`src/rtl/regfile_pkg.sv`:
```
// Shared parameters, types and helpers for the register-file storage stage.
package regfile_pkg;
    localparam int              DATA_W   = 16;
    localparam int              NUM_REGS = 10;
    localparam int              SP_IDX   = 9;
    localparam int              SP_STEP  = 2;
    localparam logic [DATA_W-1:0] SP_RESET = 16'hFFFE;

    typedef logic [3:0]        reg_addr_t;
    typedef logic [DATA_W-1:0] data_t;

    function automatic logic is_legal_addr(input reg_addr_t a);
        return (a < reg_addr_t'(NUM_REGS));
    endfunction
endpackage

```
`src/rtl/regfile_sp_counter.sv`:
```
// Stack-pointer register: load, +/-SP_STEP, sticky carry/borrow flags.
// With REGFILE_WRITE_BYPASS_EN the next-state value is exported for write-through.
module regfile_sp_counter
    import regfile_pkg::*;
(
    input  logic  clk,
    input  logic  rst,
    input  logic  i_load,
    input  data_t i_load_data,
    input  logic  i_inc,
    input  logic  i_dec,
    input  logic  i_clr,
    output data_t o_sp,
`ifdef REGFILE_WRITE_BYPASS_EN
    output data_t o_sp_next,
`endif
    output logic  o_ovf,
    output logic  o_unf
);
    data_t             r_sp;
    logic              r_ovf;
    logic              r_unf;
    logic [DATA_W:0]   w_sum;
    data_t             w_diff;
    data_t             w_next;
    logic              w_do_inc;
    logic              w_do_dec;
    logic              w_ovf_evt;
    logic              w_unf_evt;

    // A load owns the cycle; simultaneous inc and dec cancel out.
    assign w_do_inc  = i_inc & ~i_dec & ~i_load;
    assign w_do_dec  = i_dec & ~i_inc & ~i_load;
    assign w_sum     = {1'b0, r_sp} + (DATA_W+1)'(SP_STEP);
    assign w_diff    = r_sp - DATA_W'(SP_STEP);
    assign w_ovf_evt = w_do_inc & w_sum[DATA_W];
    assign w_unf_evt = w_do_dec & (r_sp < DATA_W'(SP_STEP));

    always_comb begin
        w_next = r_sp;
        if (i_load)        w_next = i_load_data;
        else if (w_do_inc) w_next = w_sum[DATA_W-1:0];
        else if (w_do_dec) w_next = w_diff;
    end

    always_ff @(posedge clk or posedge rst) begin
        if (rst) begin
            r_sp  <= SP_RESET;
            r_ovf <= 1'b0;
            r_unf <= 1'b0;
        end else begin
            r_sp <= w_next;
            if (w_ovf_evt)  r_ovf <= 1'b1;
            else if (i_clr) r_ovf <= 1'b0;
            if (w_unf_evt)  r_unf <= 1'b1;
            else if (i_clr) r_unf <= 1'b0;
        end
    end

    assign o_sp  = r_sp;
    assign o_ovf = r_ovf;
    assign o_unf = r_unf;
`ifdef REGFILE_WRITE_BYPASS_EN
    assign o_sp_next = w_next;
`endif
endmodule

```
`src/rtl/register_file_v2_bank.sv`:
```
// Ten-register storage bank feeding the read mux; R[SP_IDX] is the stack pointer.
// Optional write-through outputs under REGFILE_WRITE_BYPASS_EN.
module register_file_v2_bank
    import regfile_pkg::*;
(
    input  logic      CLK,
    input  logic      Reset,
    input  logic      WrEn,
    input  reg_addr_t WrAddr,
    input  data_t     WrData,
    input  logic      SpInc,
    input  logic      SpDec,
    input  logic      ClrFlags,
    output data_t     R0,
    output data_t     R1,
    output data_t     R2,
    output data_t     R3,
    output data_t     R4,
    output data_t     R5,
    output data_t     R6,
    output data_t     R7,
    output data_t     R8,
    output data_t     R9,
    output logic      SpOverflow,
    output logic      SpUnderflow,
    output logic      WrErr
);
    logic  w_wr_legal;
    logic  w_sp_load;
    data_t w_sp;
    data_t w_q  [NUM_REGS];
    data_t w_rd [NUM_REGS];
    logic  r_wr_err;
`ifdef REGFILE_WRITE_BYPASS_EN
    data_t w_sp_next;
`endif

    assign w_wr_legal = WrEn & is_legal_addr(WrAddr);
    assign w_sp_load  = w_wr_legal & (WrAddr == reg_addr_t'(SP_IDX));

    regfile_sp_counter u_sp (
        .clk         (CLK),
        .rst         (Reset),
        .i_load      (w_sp_load),
        .i_load_data (WrData),
        .i_inc       (SpInc),
        .i_dec       (SpDec),
        .i_clr       (ClrFlags),
        .o_sp        (w_sp),
`ifdef REGFILE_WRITE_BYPASS_EN
        .o_sp_next   (w_sp_next),
`endif
        .o_ovf       (SpOverflow),
        .o_unf       (SpUnderflow)
    );

    for (genvar g = 0; g < NUM_REGS; g++) begin : g_reg
        if (g == SP_IDX) begin : g_sp
            assign w_q[g] = w_sp;
`ifdef REGFILE_WRITE_BYPASS_EN
            assign w_rd[g] = w_sp_next;
`else
            assign w_rd[g] = w_q[g];
`endif
        end else begin : g_gp
            data_t r_q;
            always_ff @(posedge CLK or posedge Reset) begin
                if (Reset)
                    r_q <= '0;
                else if (w_wr_legal && WrAddr == reg_addr_t'(g))
                    r_q <= WrData;
            end
            assign w_q[g] = r_q;
`ifdef REGFILE_WRITE_BYPASS_EN
            assign w_rd[g] = (w_wr_legal && WrAddr == reg_addr_t'(g)) ? WrData : r_q;
`else
            assign w_rd[g] = r_q;
`endif
        end
    end

    // Set beats clear so an error in the clearing cycle is not lost.
    always_ff @(posedge CLK or posedge Reset) begin
        if (Reset)                    r_wr_err <= 1'b0;
        else if (WrEn && !w_wr_legal) r_wr_err <= 1'b1;
        else if (ClrFlags)            r_wr_err <= 1'b0;
    end

    assign WrErr = r_wr_err;
    assign R0 = w_rd[0];
    assign R1 = w_rd[1];
    assign R2 = w_rd[2];
    assign R3 = w_rd[3];
    assign R4 = w_rd[4];
    assign R5 = w_rd[5];
    assign R6 = w_rd[6];
    assign R7 = w_rd[7];
    assign R8 = w_rd[8];
    assign R9 = w_rd[9];
endmodule

```
`config.mk`:
```
export PLATFORM = sky130hd
export DESIGN_NAME = register_file_v2_bank
export DESIGN_NICKNAME = d
export VERILOG_FILES = /design/src/rtl/regfile_pkg.sv /design/src/rtl/regfile_sp_counter.sv /design/src/rtl/register_file_v2_bank.sv
export SDC_FILE = /design/constraint.sdc
export NUM_CORES = 1
export LEC_CHECK = 0
export BUFFER_PORTS_ARGS = -buffer_cell sky130_fd_sc_hd__buf_4
export CAP_MARGIN = 20
export CORE_MARGIN = 10
export CORE_UTILIZATION = 56
export CTS_CLUSTER_SIZE = 25
export DETAILED_ROUTE_END_ITERATION = 8
export PLACE_DENSITY = 0.93
export SKIP_CTS_REPAIR_TIMING = 1
export SLEW_MARGIN = 25
export SYNTH_ARGS = -nofsm -noshare
export SYNTH_HDL_FRONTEND = slang
export SYNTH_SLANG_ARGS = --single-unit
export TNS_END_PERCENT = 20
```
`constraint.sdc`:
```
create_clock -name CLK -period 15.38 [get_ports CLK]
set_input_delay 2.307 -clock CLK [delete_from_list [all_inputs] [get_ports CLK]]
set_output_delay 2.307 -clock CLK [all_outputs]
set_load 0.01 [all_outputs]
```
## Yosys cells after proc, flatten, opt, wreduce, memory -nomap -nowiden

Index checks and enable logic that the tools add are counted.

- Reductions and logical operators: 16
- Order comparisons: 2
- Bitwise gates (word level): 11
- Eq/ne operators: 9
- Muxes and demuxes: 7
- Add/sub/neg operators: 2

Operators by type and width:

| cell | number |
|---|---|
| $mux W16 | 3 |
| $add A16 B2 Y17 const B | 1 |
| $eq A4 B3 Y1 const B | 4 |
| $lt A16 B2 Y1 const B | 1 |
| $sub A16 B2 Y16 const B | 1 |
| $logic_and A1 B1 Y1 | 10 |
| $and A1 B1 Y1 | 8 |
| $eq A4 B2 Y1 const B | 2 |
| $eq A4 B4 Y1 const B | 2 |
| $reduce_bool A2 Y1 | 3 |
| $eq A4 B1 Y1 const B | 1 |
| $logic_not A4 Y1 | 1 |
| $lt A4 B4 Y1 const B | 1 |
| $mux W1 | 4 |
| $not A1 Y1 | 3 |
| $reduce_bool A3 Y1 | 1 |
| $logic_not A1 Y1 | 1 |

- Output and inout port bits: 163
- Register bits after elaboration: 163
- Logic and storage cells: 60

## Longest topological paths before layout

Gate-level depths: netlist (run 1).

- Depth in word-level cells: 8
- Depth in mapped cells: 7
- Depth with buffers taken out: 7

## By module

From an unflattened synthesis (run 1), not the netlist that was laid out.

- Cells, all modules: 503
- Area, all modules: 7101.8 um^2

By module, submodules not included:

| module | cells each | area an instance (um^2) | instances |
|---|---|---|---|
| register_file_v2_bank | 322 | 5535.3 | 1 |
| regfile_sp_counter | 181 | 1566.5 | 1 |

## Least setup slack after synthesis (run 1)

OpenSTA, ideal clock, no wires.

- Path kind: input-to-reg
- Start point: input port WrAddr[1]
- End point: register g_reg[5].g_gp.r_q[0] (netlist: R5[0])
- Stages: 4
- Data arrival time: 3514 ps
- Path slack: 11742 ps
- Setup time: 125 ps
- Buffers on the path: 1
- Cell sequence: nand3b_1 > nor2_1 > buf_2 > mux2_2

- Longest elaborated chain between the ends: 3

RTL lines:

| what | line | text |
|---|---|---|
| start, declared | register_file_v2_bank.sv:9 | `input reg_addr_t WrAddr,` |
| $lt A4 B4 Y1 | regfile_pkg.sv:13 | `return (a < reg_addr_t'(NUM_REGS));` |
| $and A1 B1 Y1 | register_file_v2_bank.sv:38 | `assign w_wr_legal = WrEn & is_legal_addr(WrAddr);` |
| $logic_and A1 B1 Y1 (*) | register_file_v2_bank.sv:70 | `else if (w_wr_legal && WrAddr == reg_addr_t'(g))` |
| end signal, assigned | register_file_v2_bank.sv:71 | `r_q <= WrData;` |
| end, declared | register_file_v2_bank.sv:66 | `data_t r_q;` |

Mark *: on every way between the ends. The rest lies on a longest branch, timed or not.
A chain may end at the register's enable or synchronous reset.

## Worst setup path after layout (run 1)

- Start point: input port WrAddr[1]
- End point: register g_reg[4].g_gp.r_q[1] (netlist: R4[1])

- Longest elaborated chain between the ends: 3

RTL lines:

| what | line |
|---|---|
| $lt A4 B4 Y1 | regfile_pkg.sv:13 |
| $and A1 B1 Y1 | register_file_v2_bank.sv:38 |
| $logic_and A1 B1 Y1 (*) | register_file_v2_bank.sv:70 |
| end signal, assigned | register_file_v2_bank.sv:71 |
| end, declared | register_file_v2_bank.sv:66 |

Marked as above.

==> results of run 1 <==
## logic make-up (layout without fill, tap and decap cells)
logic type,count (synthesis),in the layout,synth area share
AO/OA/AOI/OAI,34,34,0.0346
AND/OR/NAND/NOR,108,108,0.0873
adder cells (fa/ha/maj),2,2,0.00362
buffers and inverters,43,230,0.0297
multiplexers,149,149,0.242
flip-flops,163,163,0.593
XOR/XNOR,8,8,0.0101
## tightest hold or removal path, cell delays in order, from the launching register on
cell and delay, ns:
dfrtp_1 0.35, nand2_1 0.05, nand2_1 0.06
## registers in the layout, indices dropped and copies added (netlist names)
register and cells:
R7 16, WrErr 1, u_sp.o_sp 16, R6 16, R5 16, u_sp.o_ovf 1, R4 16, u_sp.o_unf 1
R3 16, R8 16, R2 16, R0 16, R1 16
## power by group
group          leakage [nW]  switching, W  internal (W)
combinational          1.91      0.000195      0.000229
sequential             1.98     0.0000899      0.000546
clock                 0.292      0.000172      0.000258
## path summary, 6_finish.rpt
check	to	start	slack, ns
max	R4[1]$_DFFE_PP0P_	WrAddr[1]	11.72
min	u_sp.o_sp[0]$_DFFE_PP0P_	u_sp.o_sp[0]$_DFFE_PP0P_	0.49
max reg2reg	u_sp.o_sp[15]$_DFFE_PP1P_	u_sp.o_sp[1]$_DFFE_PP1P_	13.40
min reg2reg	u_sp.o_sp[0]$_DFFE_PP0P_	u_sp.o_sp[0]$_DFFE_PP0P_	0.49
max in group asynchronous	R0[6]$_DFFE_PP0P_	Reset	12.14
min in group asynchronous	R0[10]$_DFFE_PP0P_	Reset	2.00
## cell type report
class                   count  share of cell area
clock buffers              18              0.0488
multi-input cells         301               0.291
well taps                 168              0.0234
flip-flops and latches    163               0.455
repair buffers            191               0.160
inverters                   7             0.00348
clock inverters            14              0.0178
## cell usage after synthesis, types with 2 or more instances
library cell and number:
nor2_1 19, nor3_2 2, a31oi_1 2, o211ai_1 3, nor2b_1 2, mux2_2 144
nand4_1 8, xor2_1 2, o2111ai_1 2, nand3_1 11, xnor2_1 6, and2_1 3
or3_1 6, clkbuf_1 7, buf_1 13, nand3b_1 2, ha_1 2, dfstp_2 15
buf_4 2, inv_1 7, a21oi_1 2, buf_2 9, nand2b_1 5, and3_1 3
buf_6 3, dfrtp_1 148, clkbuf_2 2, mux2i_1 5, nand2_1 24, nor3_1 8
or4_1 4, o21ai_0 12, nor4_1 2, o22ai_1 3
## metal layers
layer	GRT usage	part of all wire
met4	0.109	0.035
met3	0.0587	0.065
met1	0.262	0.37
met2	0.411	0.53
met5	0	0
## layout by cell type (no fill, tap or decap), types with 3 or more instances in the layout
master / n
xnor2_1: 6
o21ai_0: 12
bufinv_16: 3
and3_1: 3
nor2_1: 17
o22ai_1: 3
nand3_1: 11
mux2_2: 144
and2_1: 3
buf_4: 190
dfrtp_1: 148
mux2i_1: 5
nand4_1: 8
dfstp_2: 15
nand2b_1: 5
nor3_1: 8
or3_1: 6
inv_1: 6
nand2_1: 24
or4_1: 4
clkinvlp_4: 3
clkbuf_16: 17
o211ai_1: 3
clkinv_2: 6
## stage by stage
stage	hold slack (ns)	worst slack, ns	area (µm²)
after floorplan	0.514	8.69	6910
after global placement	0.466	11.33	8390
after detailed placement	0.471	11.27	8390
after CTS	0.487	11.74	8990
after global routing	0.522	11.64	9000
final	0.488	11.72	9000
==> impl_metrics.csv, run 1 <==
group,metric,value,unit
cells_and_area,final_layout_size_suffix_gt1_frac,0.571,
timing,worstMarginPinSlew,0.980,ns
timing,maxSlewViolCount,0,
hold_path,hold_depth,2,
clock_tree,clk_latency,0.42,ns
global_route,first_global_vias,5394,
logic_synthesis,synth_largest_area_cell,"dfrtp_1",
logic_synthesis,synth_top_area_share,0.536,
setup_path,path_cells,"buf_4 -> nor3b_1 -> nand3b_1 -> mux2_2",
global_route,grt_max_degree,92,
power,power,0.00149,W
power,power_leakage,4.18,nW
drt,vias_per_cell,5.67,
logic_synthesis,synth_edf_count,0,
cells_and_area,num-fill-cells,742,
timing,setup_tns,0,ns
floorplan,ios,189,
drt,drt-initial-drc-count,415,
setup_path,rr_worst_depth,7,
logic_synthesis,syn_area,6910,µm²
logic_synthesis,yosys.cell_types.count,53,
placement,numPortBuffers,188,
floorplan,die_area,17200,µm²
setup_path,crit_fanout,16,
setup_path,critPathMaxStageDelay,0.66,ns
timing,layout_worst_path_cycle_share,0.238,
clock_tree,cts-root-buf,"clkbuf_16",
run_status,status,"finished, final reports clean",
logic_synthesis,syn_nets,535,
floorplan,fp.dieW,131,µm
drt,wl,19.7,mm
clock_tree,cts_tree,"built",
logic_synthesis,synth-seq-area-share,0.593,
cells_and_area,final-seq-area,4100,µm²
logic_synthesis,yosysWarningCount,0,
drt,drc,0,
cells_and_area,area_growth,30.2,%
logic_synthesis,yosys-top-cells-area,"dfrtp_1 (54%), mux2_2 (23%), dfstp_2 (5.7%), nand2_1 (1.3%), nor2_1 (1.0%)",
floorplan,row_count,40,
clock_tree,numCtsBuffers,17,
hold_path,hold_path.class,"reg -> reg",
timing,clock-skew-final,0.00583,ns
setup_path,crit_slowest_cell,"nand3b_1",
timing,hold_viol_final,0,
logic_synthesis,synth_seq_cells,163,
drt,ant_nets,0,
timing,setup_viol,0,
timing,relSlewSlack,0.346,
floorplan,fp.dieH,131,µm
setup_path,end_kind,"flip-flop",
flow_run,maxCapViolations,0,
setup_path,cp_top_family,"simple AND/OR/NAND/NOR gates",
cells_and_area,final_core_util,0.746,
placement,detailed_place_hpwl,14.3,mm
global_route,grtUsageTotal,0.234,
drt,vias,4888,
floorplan,initial_core_util,0.573,
logic_synthesis,ys.flop_type,"dfrtp_1",
power,p_per_area,166,nW/µm²
cells_and_area,multi_input_area,2620,µm²
setup_path,cp-start-kind,"primary input",
global_route,grt_overflow,0,
placement,place_inst,830,
setup_path,critical_path_buf_inv_count,1,
timing,clock.fmax,274,MHz
drt,dr.pass1.iters,5,
cells_and_area,num_antenna_cells,0,
clock_tree,clk_pin_slew,0.06,ns
floorplan,design.core.area,12100,µm²
global_route,antenna_found_initial,0,
clock_tree,clock_path_buffers,2,
logic_synthesis,syn_inst,507,
timing,grt_setup_unrepaired,"false",
timing,post-route-min-period,3.66,ns
clock_tree,cts-htree-levels,4,
power,vdd_drop_max,0.000106,V
logic_synthesis,syn_area_per_cell,13.6,µm²
logic_synthesis,synthArstFlopShare,1.00,
clock_tree,cts_sinks,163,
setup_path,critPathRequiredTime,15.68,ns
cells_and_area,fin_cells,862,
setup_path,path_depth,4,
cells_and_area,fin_nets,709,
placement,place_congestion,0.888,
setup_path,arrival,3.96,ns
global_route,grt_pass1_wl,30.4,mm
drt,routedWlPerCell,22.9,µm
setup_path,critical_path_class,"in -> reg",
Power figures use the tool's default switching activity.
==> inputs of run 2 (changes only) <==
CORE_UTILIZATION = 47   (was 56)
PLACE_DENSITY = 0.84   (was 0.93)
clock period = 2.9 ns   (was 15.38 ns; I/O delays follow)
==> run 2 against run 1 <==
- sequential share of layout area decreased by 0.47 points
- sequential power grew to 5.3 times the previous value
- routed wire length decreased by 0.78%
- global-route usage decreased by 4.0 points
- design area grew 1.0%
- register-to-register slack got worse by 12 ns
- clock-buffer cell count decreased by 1
- total power rose to 5.3 times the previous value
- largest cell class unchanged
==> impl_metrics.csv, run 2 (synthesized netlist as in run 1, its figures left out) <==
group,metric,value,unit
timing,setup_viol,0,
setup_path,end_kind,"flip-flop",
clock_tree,numCtsBuffers,17,
drt,vias,4834,
clock_tree,cts_sinks,163,
clock_tree,cts-root-buf,"clkbuf_16",
timing,clock.fmax,506,MHz
cells_and_area,area_growth,31.5,%
floorplan,initial_core_util,0.477,
setup_path,cp_top_family,"simple AND/OR/NAND/NOR gates",
clock_tree,cts-htree-levels,4,
cells_and_area,final-seq-area,4100,µm²
clock_tree,clock_path_buffers,2,
setup_path,crit_slowest_cell,"dfstp_2",
cells_and_area,final_layout_size_suffix_gt1_frac,0.571,
timing,relSlewSlack,0.415,
cells_and_area,num-fill-cells,1077,
cells_and_area,design_area,9090,µm²
placement,place_congestion,0.931,
global_route,grtUsageTotal,0.194,
clock_tree,clk_latency,0.41,ns
floorplan,fp.dieH,141,µm
drt,routedWlPerCell,22.2,µm
floorplan,design.core.area,14500,µm²
power,power_leakage,4.21,nW
placement,numPortBuffers,188,
global_route,first_global_vias,5215,
cells_and_area,num_antenna_cells,0,
drt,ant_nets,0,
timing,hold_viol_final,0,
cells_and_area,fin_nets,716,
setup_path,cp-start-kind,"flip-flop",
placement,detailed_place_hpwl,14.2,mm
setup_path,path_cells,"and4_1 -> nand2_1 -> or3_1 -> and3_1 -> nor3_2",
setup_path,critPathMaxStageDelay,0.64,ns
global_route,antenna_found_initial,0,
cells_and_area,most-common-layout-cells,"buf_4 (196), dfrtp_1 (148), mux2_2 (144), nand2_1 (24), nor2_1 (18)",
timing,grt_setup_unrepaired,"false",
timing,setup_tns,0,ns
floorplan,row_count,44,
global_route,grt_pass1_wl,30.4,mm
timing,worstMarginPinSlew,0.876,ns
floorplan,die_area,20000,µm²
global_route,grt_overflow,0,
placement,place_inst,853,
cells_and_area,fin_cells,883,
timing,clock-skew-final,0.00808,ns
drt,dr.pass1.iters,5,
placement,placed_cell_area,8480,µm²
floorplan,fp.dieW,141,µm
power,vdd_drop_max,0.000434,V
floorplan,ios,189,
clock_tree,clk_pin_slew,0.06,ns
setup_path,critical_path_buf_inv_count,0,
flow_run,maxCapViolations,0,
clock_tree,cts_tree,"built",
timing,layout_worst_path_cycle_share,0.682,
setup_path,arrival,2.32,ns
hold_path,hold_path.class,"in -> async",
global_route,grt_max_degree,43,
run_status,status,"finished, final reports clean",
power,power,0.00793,W
cells_and_area,multi_input_area,2610,µm²
setup_path,critPathRequiredTime,3.24,ns
setup_path,crit_fanout,9,
cells_and_area,layout_commonest_cell,"buf_4",
drt,drc,0,
drt,vias_per_cell,5.47,
setup_path,critical_path_class,"reg -> reg",
timing,worst_slack,0.922,ns
drt,drt-initial-drc-count,330,
timing,maxSlewViolCount,0,
power,p_per_area,872,nW/µm²
drt,wl,19.6,mm
timing,post-route-min-period,1.98,ns
placement,pre_cts_slack,0.811,ns
==> run 2: where the power goes <==
part / internal [W] / total (W) / switching, W
registers: 0.00289 / 0.00335 / 0.000455
clock network: 0.00143 / 0.00233 / 0.000897
logic: 0.00122 / 0.00225 / 0.00103
==> run 2: metrics by stage <==
step	hold WS, ns	util
after floorplan	0.514	-
after global placement	0.470	0.586
after detailed placement	0.465	0.586
after CTS	0.194	0.628
after global routing	0.212	0.628
final	0.178	0.628
==> run 2: path summary, 6_finish.rpt <==
| kind | to | cells after the start | start | slack, ns |
|---|---|---|---|---|
| worst max-delay path | u_sp.o_sp[14]$_DFFE_PP1P_ | 5 | u_sp.o_sp[3]$_DFFE_PP1P_ | 0.92 |
| worst min-delay path | R0[15]$_DFFE_PP0P_ | 2 | Reset | 0.18 |
| min in group CLK | WrErr$_DFFE_PP0P_ | 2 | ClrFlags | 0.23 |
| worst min register to register | u_sp.o_sp[0]$_DFFE_PP0P_ | 2 | u_sp.o_sp[0]$_DFFE_PP0P_ | 0.47 |
| max in group asynchronous | R5[11]$_DFFE_PP0P_ | 3 | Reset | 1.92 |
| worst max register to register | u_sp.o_sp[14]$_DFFE_PP1P_ | 5 | u_sp.o_sp[3]$_DFFE_PP1P_ | 0.92 |
==> run 2: layer usage <==
layer | wire length, µm | GRT usage | share of wire
met2 | 10000 | 0.323 | 0.51
met4 | 294 | 0.0658 | 0.015
met5 | 0 | 0 | 0
met3 | 1350 | 0.0571 | 0.069
met1 | 7900 | 0.236 | 0.40
==> run 2: layout make-up <==
type | count | share of cell area
Sequential cell | 163 | 0.451
Multi-Input combinational cell | 301 | 0.287
Timing Repair Buffer | 198 | 0.166
Clock buffer | 17 | 0.0468
Tap cell | 184 | 0.0253
Clock inverter | 13 | 0.0204
Inverter | 7 | 0.00330
==> run 2: worst reg2reg max path: stages, from the launching register on <==
cell	delay (ns)
dfstp_2	0.64
and4_1	0.37
nand2_1	0.18
or3_1	0.40
and3_1	0.18
nor3_2	0.14
